`config.mk`:
```
export PLATFORM = sky130hd
export DESIGN_NAME = rom_stream_reader
export DESIGN_NICKNAME = d
export VERILOG_FILES = /design/src/rtl/rom_stream_reader.sv
export SDC_FILE = /design/constraint.sdc
export NUM_CORES = 1
export LEC_CHECK = 0
export ABC_AREA = 1
export CELL_PAD_IN_SITES_DETAIL_PLACEMENT = 0
export CELL_PAD_IN_SITES_GLOBAL_PLACEMENT = 1
export CORE_AREA = 3 3 128 130
export CTS_CLUSTER_DIAMETER = 100
export DETAILED_ROUTE_END_ITERATION = 6
export DIE_AREA = 0 0 131 133
export PLACE_DENSITY_LB_ADDON = 0.1
export SKIP_CTS_REPAIR_TIMING = 1
export SLEW_MARGIN = 20
export SYNTH_ARGS = -nofsm -noshare
export SYNTH_HDL_FRONTEND = slang
export SYNTH_SLANG_ARGS = --single-unit
```
`constraint.sdc`:
```
create_clock -name clk -period 2.35 [get_ports clk]
set_input_delay 0.705 -clock clk [delete_from_list [all_inputs] [get_ports clk]]
set_output_delay 0.705 -clock clk [all_outputs]
set_load 0.02 [all_outputs]
```
`src/rtl/rom_stream_reader.sv`:
```
// rom_stream_reader: walks a synchronous table ROM from a base address
// and streams its words out on valid/ready with a last-word marker.
module rom_stream_reader #(
    parameter int AW    = 8,
    parameter int DW    = 16,
    parameter int DEPTH = 4
) (
    input  logic          clk,
    input  logic          rst_n,
    input  logic          start,
    input  logic [AW-1:0] base_addr,
    input  logic [AW:0]   length,
    input  logic          abort,
    output logic          busy,
    output logic          done,
    output logic [AW-1:0] rom_addr,
    input  logic [DW-1:0] rom_q,
    output logic [DW-1:0] out_data,
    output logic          out_valid,
    input  logic          out_ready,
    output logic          out_last
);

    localparam int PW = (DEPTH > 1) ? $clog2(DEPTH) : 1;
    localparam int CW = $clog2(DEPTH + 1);
    localparam logic [AW:0] ONE = (AW+1)'(1);

    typedef enum logic [1:0] {
        IDLE,
        FETCH,
        DRAIN
    } state_t;

    state_t state;
    state_t state_nx;

    logic [AW-1:0] addr_q;
    logic [AW:0]   rem_q;
    logic          s1_v;
    logic          s1_last;
    logic          s2_v;
    logic          s2_last;
    logic          done_q;
    logic          done_nx;

    logic [DW-1:0] fifo_data [DEPTH];
    logic          fifo_last [DEPTH];
    logic [PW-1:0] wr_ptr;
    logic [PW-1:0] rd_ptr;
    logic [CW-1:0] fifo_cnt;
    logic [CW+1:0] inflight;

    logic first_issue;
    logic issue;
    logic credit_ok;
    logic push;
    logic pop;
    logic final_hs;

    function automatic logic [PW-1:0] ptr_inc(input logic [PW-1:0] p);
        return (p == PW'(DEPTH - 1)) ? '0 : p + PW'(1);
    endfunction

    // Words already owned by the reader: buffered plus both pipeline stages.
    assign inflight  = (CW+2)'(fifo_cnt) + (CW+2)'(s1_v) + (CW+2)'(s2_v);
    assign credit_ok = inflight < (CW+2)'(DEPTH);

    assign push      = s2_v;
    assign out_valid = (fifo_cnt != '0);
    assign out_data  = fifo_data[rd_ptr];
    assign out_last  = out_valid & fifo_last[rd_ptr];
    assign pop       = out_valid & out_ready;
    assign final_hs  = pop & out_last;

    assign busy = (state != IDLE);
    assign done = done_q;

    // Control state and the registered completion pulse.
    always_ff @(posedge clk or negedge rst_n) begin
        if (!rst_n) begin
            state  <= IDLE;
            done_q <= 1'b0;
        end else begin
            state  <= state_nx;
            done_q <= done_nx;
        end
    end

    // Next state, issue decisions and completion; abort overrides all.
    always_comb begin
        state_nx    = state;
        first_issue = 1'b0;
        issue       = 1'b0;
        done_nx     = 1'b0;
        if (abort) begin
            state_nx = IDLE;
        end else begin
            case (state)
                IDLE: begin
                    if (start && !done_q) begin
                        if (length == '0) begin
                            done_nx = 1'b1;
                        end else begin
                            first_issue = 1'b1;
                            state_nx    = (length == ONE) ? DRAIN : FETCH;
                        end
                    end
                end
                FETCH: begin
                    if (credit_ok) begin
                        issue = 1'b1;
                        if (rem_q == ONE) begin
                            state_nx = DRAIN;
                        end
                    end
                end
                DRAIN: begin
                    if (final_hs) begin
                        state_nx = IDLE;
                        done_nx  = 1'b1;
                    end
                end
                default: state_nx = IDLE;
            endcase
        end
    end

    // Address/remaining counters and the two-stage read pipeline.
    always_ff @(posedge clk or negedge rst_n) begin
        if (!rst_n) begin
            rom_addr <= '0;
            addr_q   <= '0;
            rem_q    <= '0;
            s1_v     <= 1'b0;
            s1_last  <= 1'b0;
            s2_v     <= 1'b0;
            s2_last  <= 1'b0;
        end else if (abort) begin
            addr_q  <= '0;
            rem_q   <= '0;
            s1_v    <= 1'b0;
            s1_last <= 1'b0;
            s2_v    <= 1'b0;
            s2_last <= 1'b0;
        end else begin
            s2_v    <= s1_v;
            s2_last <= s1_last;
            s1_v    <= first_issue | issue;
            if (first_issue) begin
                rom_addr <= base_addr;
                addr_q   <= base_addr + AW'(1);
                rem_q    <= length - ONE;
                s1_last  <= (length == ONE);
            end else if (issue) begin
                rom_addr <= addr_q;
                addr_q   <= addr_q + AW'(1);
                rem_q    <= rem_q - ONE;
                s1_last  <= (rem_q == ONE);
            end else begin
                s1_last <= 1'b0;
            end
        end
    end

    // Prefetch FIFO; the credit check keeps pushes from ever finding it full.
    always_ff @(posedge clk or negedge rst_n) begin
        if (!rst_n) begin
            wr_ptr   <= '0;
            rd_ptr   <= '0;
            fifo_cnt <= '0;
            for (int i = 0; i < DEPTH; i++) begin
                fifo_data[i] <= '0;
                fifo_last[i] <= 1'b0;
            end
        end else if (abort) begin
            wr_ptr   <= '0;
            rd_ptr   <= '0;
            fifo_cnt <= '0;
        end else begin
            if (push) begin
                fifo_data[wr_ptr] <= rom_q;
                fifo_last[wr_ptr] <= s2_last;
                wr_ptr            <= ptr_inc(wr_ptr);
            end
            if (pop) begin
                rd_ptr <= ptr_inc(rd_ptr);
            end
            case ({push, pop})
                2'b10:   fifo_cnt <= fifo_cnt + CW'(1);
                2'b01:   fifo_cnt <= fifo_cnt - CW'(1);
                default: fifo_cnt <= fifo_cnt;
            endcase
        end
    end

endmodule

```
==> impl_metrics.toml, run 1 <==
[worst_setup_path]
cp.depth = 5
slowest_delay_ps = 410
crit_path_end_kind = "output pin"
reg2reg_depth = 10
worstSetupPathType = "flop to output pin"
cp.arrival_ps = 1590
path_max_fanout = 18
crit_buf_inv = 3
cp_top_family = "buffers and inverters"
worstPathCellList = "inv_2, buf_4, nor2_1, o22ai_1, clkbuf_2"
critPathLaunchType = "flop"
slowest_stage = "dfrtp_1"
crit_required_ps = 1640

[pwr]
switching_share_pct = 38.22
p_leak_uw = 0.003431
p_int_uw = 4016
power_density_nw_per_um2 = 932.5
combPwrFrac_pct = 41.0
irDropWorstVdd_uv = 447.5
switchingPower_uw = 2485
clkPwrFrac_pct = 22.6
p_seq_share_pct = 36.4

[layout]
postLayoutCellArea_um2 = 6972
syn2layout_area_growth_pct = 30.10
antenna_cells = 0
nets = 818
fill_cells = 1581
drive_above_1_share_pct = 18.37

[run_status]
status = "completed"

[die]
core_um2 = 15260
die_y_um = 133
num_rows = 45
io_pins = 66
die_area_um2 = 17420
start_util_pct = 35.12
die_w_um = 131

[synth]
yosys-top-cells-count = "140 x nand2_1, 120 x o21ai_0, 107 x dfrtp_1"
synth_area_leaders = "dfrtp_1 50%, o21ai_0 11%, nand2_1 9.8%, nor2_1 4.7%, inv_1 3.7%"
ys.flop_type = "dfrtp_1"
synth_area_um2 = 5359
synth_top_family_by_area = "simple AND/OR/NAND/NOR gates"
synth-simple-area-share_pct = 21.97
yosysTopAreaCell = "dfrtp_1"
yosysWarnings = 0
synthMuxAreaShare_pct = 0
synth_fa_ha_area_share_pct = 2.942
synth_most_common_cell = "nand2_1"
synthArstFlopShare_pct = 100.0
netlist_instances = 652
synth_top_area_share_pct = 49.96
ys_types = 34
synth_xor_area_share_pct = 1.307
synth_compound_area_share_pct = 16.79
seq_area_frac_synth_pct = 49.96
ys_seq_elements = 107
synth-edff-count = 0
avgSynthCellArea_um2 = 8.219
synthesis.nets = 702

[routing]
wire_per_inst_um = 14.18
drtPass1Iterations = 4
num_vias = 4675
dr.first_iter.drc_count = 239
post-route-drc-count = 0
wl_um = 13960
viasPerCell = 4.751
ant_nets = 0

[clocking]
clkTransAtPathRegs_ps = 70
ctsLongestPathBuffers = 2
clock_sinks = 107
cts_tree = "done"
worstSkewPairLatency_ps = 350
cts-root-buf = "clkbuf_16"
numCtsBuffers = 9
ctsHtreeMaxLevel = 3

[place]
hpwl_um = 9876
placed_area_um2 = 6684
dpl_worst_slack_ps = -392.5
port_buffers = 65
place.gp.congestion = 0.7796

[timing]
worst_pin_slew_ps = 468.9
fin_skew_ps = 7.669
setup_violations = 0
hold_viol = 0
fin_crit_ps = 2298
period_share_pct = 97.79
whs_ps = 305.1
relSlewSlack_pct = 68.74
drv_slew = 0
rsz0062_at_grt = "yes"
fmax_ghz = 0.4351
setup_ws_ps = 51.91

[job]
max_cap_viol_count = 0

[worst_hold_path]
hp-class = "primary input to asynchronous set/reset pin"

[global_route]
grt_first_pass_wirelength_um = 23080
grt_max_degree = 36
grt_pass1_vias = 4561
grt_overflow = 0
antenna_found_initial = 0
grtUsageTotal_pct = 16.73
-- worst paths after layout --
kind / from / end / slack [ps]
setup / recovery: rd_ptr[0] / out_data[3] / 50
hold / removal: rst_n / fifo_data[15] / 310
setup reg to reg: fifo_cnt[0] / rem_q[2] / 360
hold reg to reg: s1_last / s2_last / 460
max in group asynchronous: rst_n / rom_addr[0] / 1400
min in group clk: s1_last / s2_last / 460
-- routing by layer --
layer	wire length [µm]	global-route usage (%)	share of wire, %
met2	6775	27.51	49
met3	448	4.279	3.2
met1	6555	21.76	47
met5	0	0	0
met4	176	4.457	1.3
-- area by class of cell --
cell class                 instances  area [µm²]  area share, %
clock buffer                      11       252.7          3.625
clock inverter                     5       36.28         0.5205
inverter                          65       244.0          3.500
multi-input combinational        454        2325          33.35
sequential                       107        2678          38.41
tap                              211       264.0          3.787
timing repair buffer             131        1172          16.82
-- power by group through the flow --
stage / Clock [µW] / Sequential (µW) / Combinational (µW)
2_1_floorplan: 0 / 2400 / 1540
3_3_place_gp: 0 / 2390 / 2830
3_5_place_dp: 0 / 2400 / 2850
4_1_cts: 1550 / 2360 / 2860
5_1_grt: 1630 / 2410 / 2960
6_report: 1470 / 2370 / 2660
-- sequential cells by signal, indices dropped and copies added (netlist names), 2 cells and up --
signal and count:
wr_ptr 2, fifo_cnt 3, fifo_data 64, rd_ptr 2
rom_addr 8, fifo_last 4, rem_q 9, state 2
addr_q 8
-- cell families after synthesis --
family	after synthesis
xor gates and xnor gates	8
DFF	107
adders and majority gates	12
and+or+nand+nor	264
buffers and inverters	92
AOI/OAI and AO/OA	169
-- per-stage QoR --
| step | total power [µW] | util [%] | instances | TNS [ps] |
|---|---|---|---|---|
| finish | 6501 | 45.69 | 984 | 0 |
| global route | 6995 | 45.69 | 984 | -243.2 |
| CTS | 6770 | 45.70 | 978 | -6548 |
| detailed placement | 5249 | 43.80 | 962 | -6764 |
| global placement | 5218 | 43.80 | 962 | -5737 |
| floorplan | 3949 | - | 652 | 0 |
-- cell usage in the layout, fill, tap and decap left out, drive strengths merged --
cell / netlist / layout
o21ai: 130 / 130
or2: 1 / 1
inv: 65 / 66
o22ai: 21 / 21
xnor2: 1 / 1
nor3: 4 / 4
dfrtp: 107 / 107
clkbuf: 20 / 24
o31ai: 1 / 1
nand4: 8 / 8
nand3b: 1 / 1
nor2: 74 / 74
ha: 11 / 11
dlymetal6s2s: 0 / 3
fa: 1 / 1
nand3: 22 / 23
nand2: 154 / 154
buf: 7 / 71
clkdlybuf4s50: 0 / 44
a31oi: 6 / 6
o311ai: 2 / 2
clkinv: 0 / 4
a22oi: 1 / 1
a21oi: 7 / 7
o221ai: 1 / 1
xor2: 7 / 7
No activity file was read; power rests on OpenSTA's default activity.
==> run 2, diff against run 1 <==
- SLEW_MARGIN: 20 -> default
==> results of run 2 <==
Final layout, timing and power as in run 1 (identical DEF).
==> RTL change, RTL diff (config.mk and constraints of run 2) <==
Re-encode `state_t` (3 states) as one-hot, 3 bits wide.
--- a/src/rtl/rom_stream_reader.sv
+++ b/src/rtl/rom_stream_reader.sv
@@ -26,8 +26,8 @@
     localparam logic [AW:0] ONE = (AW+1)'(1);
 
-    typedef enum logic [1:0] {
-        IDLE,
-        FETCH,
-        DRAIN
+    typedef enum logic [2:0] {
+        IDLE  = 3'b001,
+        FETCH = 3'b010,
+        DRAIN = 3'b100
     } state_t;
 
Check against the original RTL: no difference found for any inputs over 4 cycles, from zero or initial values and one cycle with rst_n low; so few cycles prove little.
==> RTL change against run 2 <==
  * Setup slack gained 0.040 ns
  * Area after synthesis increased by 2.9%
  * Via count up 1.3%
  * Wire length decreased by 0.34%
  * Largest power group is now sequential cells
  * Total power is 8.2% lower
  * Largest cell class unchanged
  * Sequential cell count up 1
  * Sequential share of layout area is 1.1 points lower
  * Register-to-register slack worse by 0.08 ns
  * Cell area increased by 3.9%
==> RTL change: results (changes against run 2) <==
Global route
  • Pin count of the biggest net entering global routing: 49 (was 36)
  • Number of antenna violations at the first check in global routing: 0 (unchanged)
  • Vias in the first global route: 4738 (was 4561)
  • Aggregate global-route resource usage: 16.79% (was 16.73%)
  • Global-route wire length before repair: 23.48 mm (was 23.08 mm)

Clock tree
  • Buffer type at the clock tree root: clkbuf_16 (unchanged)
  • Clk Latency, worst-skew pair: 0.35 ns (about the same)
  • CTS buffer count: 9 (unchanged)
  • Clock-pin slew reported for the worst setup and hold paths after clock tree synthesis: 0.07 ns (about the same)
  • Deepest clock path buffer count: 2 (unchanged)
  • Total number of H-tree levels: 3 (unchanged)

Route
  • Vias per cell: 4.748 (was 4.751)
  • Routed WL: 13.91 mm (was 13.96 mm)
  • Detailed-router iteration count before antenna repair: 6 (was 4)
  • Violation count after the first detailed-route iteration: 252 (was 239)
  • WL per Instance: 13.95 um (was 14.18 um)

Placement
  • Cells after DPL: 980 (was 962)
  • Sum of net half-perimeters after detailed placement: 10.14 mm (was 9.876 mm)
  • Post-place setup slack: -0.4505 ns (was -0.3925 ns)
  • GPL Wtd Cong: 0.8515 (was 0.7796)
  • Total cell area at the placement stage: 6929 um^2 (was 6684 um^2)
  • Port buffer count: 65 (unchanged)

Yosys
  • Fraction of the yosys area taken by sequential cells: 49.01% (was 49.96%)
  • Cell types with the highest counts after synthesis: nand2_1, o21ai_0, dfrtp_1, inv_1, nor2_1 (was nand2_1, o21ai_0, dfrtp_1, nor2_1, inv_1)
  • Area contributors post-synth: dfrtp_1, o21ai_0, nand2_1 (unchanged)
  • Post-synth ARST share: 100.0% (unchanged)
  • Cells after synthesis: 664 (was 652)
  • Distinct cell type count of the synthesized netlist: 43 (was 34)
  • Leading register cell type out of synthesis: dfrtp_1 (unchanged)
  • Yosys warns: 0 (unchanged)
  • Net count after synthesis: 715 (was 702)

Timing
  • Total Neg Setup Slack: 0 ns (unchanged)
  • Actual slew at the worst max-slew pin: 0.4350 ns (was 0.4689 ns)
  • Worst Skew: 0.004303 ns (was 0.007669 ns)

Finish
  • # diodes: 0 (unchanged)
  • Fraction of final layout cells with drive strength greater than 1: 18.19% (was 18.37%)
  • Largest registers in the final layout: fifo_data (64), rem_q (9) (unchanged)
  • Number of fill cells: 1520 (was 1581)
  • Area added between synthesis and finish: 31.34% (was 30.10%)
  • Net count, final: 833 (was 818)

Setup path
  • Worst-path maximum fanout: 8 (was 18)
  • Worst Path Arrival: 1.55 ns (was 1.59 ns)

Run status
  • Result of the run: complete, no violations (unchanged)

Worst hold path
  • Type of the tightest min-delay check: in -> async (unchanged)

Power and ir drop
  • Peak VDD IR: 387.5 uV (was 447.5 uV)
  • Leakage component of the power: 3.527 nW (was 3.431 nW)
## RTL change: cell count changes after synthesis, sizes merged, moves of 2 or more
| cell | before | now |
|---|---|---|
| a21oi | 7 | 9 |
| a31oi | 6 | 4 |
| buf | 7 | 9 |
| inv | 65 | 71 |
| nand2 | 154 | 149 |
| nand3 | 22 | 27 |
| nor2 | 74 | 67 |
| nor3 | 4 | 7 |
| o21ai | 130 | 135 |
| xnor2 | 1 | 4 |
## RTL change: per-layer routing
| layer | track usage, % | wire length [um] | vias to the layer above |
|---|---|---|---|
| li1 | - | - | 2412 |
| met1 | 22.31 | 6436 | 2223 |
| met2 | 27.54 | 6763 | 88 |
| met3 | 3.916 | 533 | 11 |
| met4 | 4.171 | 176 | 0 |
| met5 | 0 | 0 | - |
## RTL change: power breakdown
group	internal, mW	switching, mW	leakage, nW	total, mW
logic	0.967	1.24	1.95	2.20
clock network	0.715	0.675	0.126	1.39
registers	2.17	0.202	1.45	2.37
## RTL change: worst paths after layout
path                       slack [ns]  cells after the start      endpoint         from
max in group asynchronous        1.44                      2     addr_q[5]        rst_n
min in group clk                 0.47                      2       s2_last      s1_last
min reg2reg                      0.47                      2       s2_last      s1_last
min                              0.30                      1  fifo_data[3]        rst_n
max reg2reg                      0.28                     11     addr_q[6]  fifo_cnt[0]
max                              0.09                      5   out_data[7]    rd_ptr[0]
## RTL change: area by class of cell
| type | instances | area (um^2) | area share [%] |
|---|---|---|---|
| clock buffer | 11 | 232.7 | 3.212 |
| clock inverter | 4 | 26.28 | 0.3626 |
| inverter | 71 | 271.5 | 3.747 |
| multi-input combinational | 457 | 2461 | 33.97 |
| sequential | 108 | 2704 | 37.32 |
| tap | 211 | 264.0 | 3.644 |
| timing repair buffer | 135 | 1286 | 17.75 |
## RTL change: metrics by stage
stage	hold slack [ns]	power [mW]
floorplan	0.4094	3.644
global placement	0.4399	4.663
detailed placement	0.4444	4.689
CTS	0.3013	6.110
global route	0.3094	6.408
finish	0.2983	5.966
## RTL change: critical path, stage by stage (launching register included)
cell and delay (ns):
dfrtp_1 0.40, buf_4 0.13, buf_4 0.14, o21ai_0 0.09, o22ai_1 0.20, dlymetal6s2s_1 0.25
## RTL change: kinds of logic after synthesis
logic type | after synthesis | share of synthesized area, %
AND/OR/NAND/NOR | 257 | 21.39
AO/OA/AOI/OAI | 177 | 17.56
XOR/XNOR | 10 | 1.588
adder cells (fa/ha/maj) | 13 | 3.085
buffers and inverters | 99 | 7.371
flip-flops | 108 | 49.01
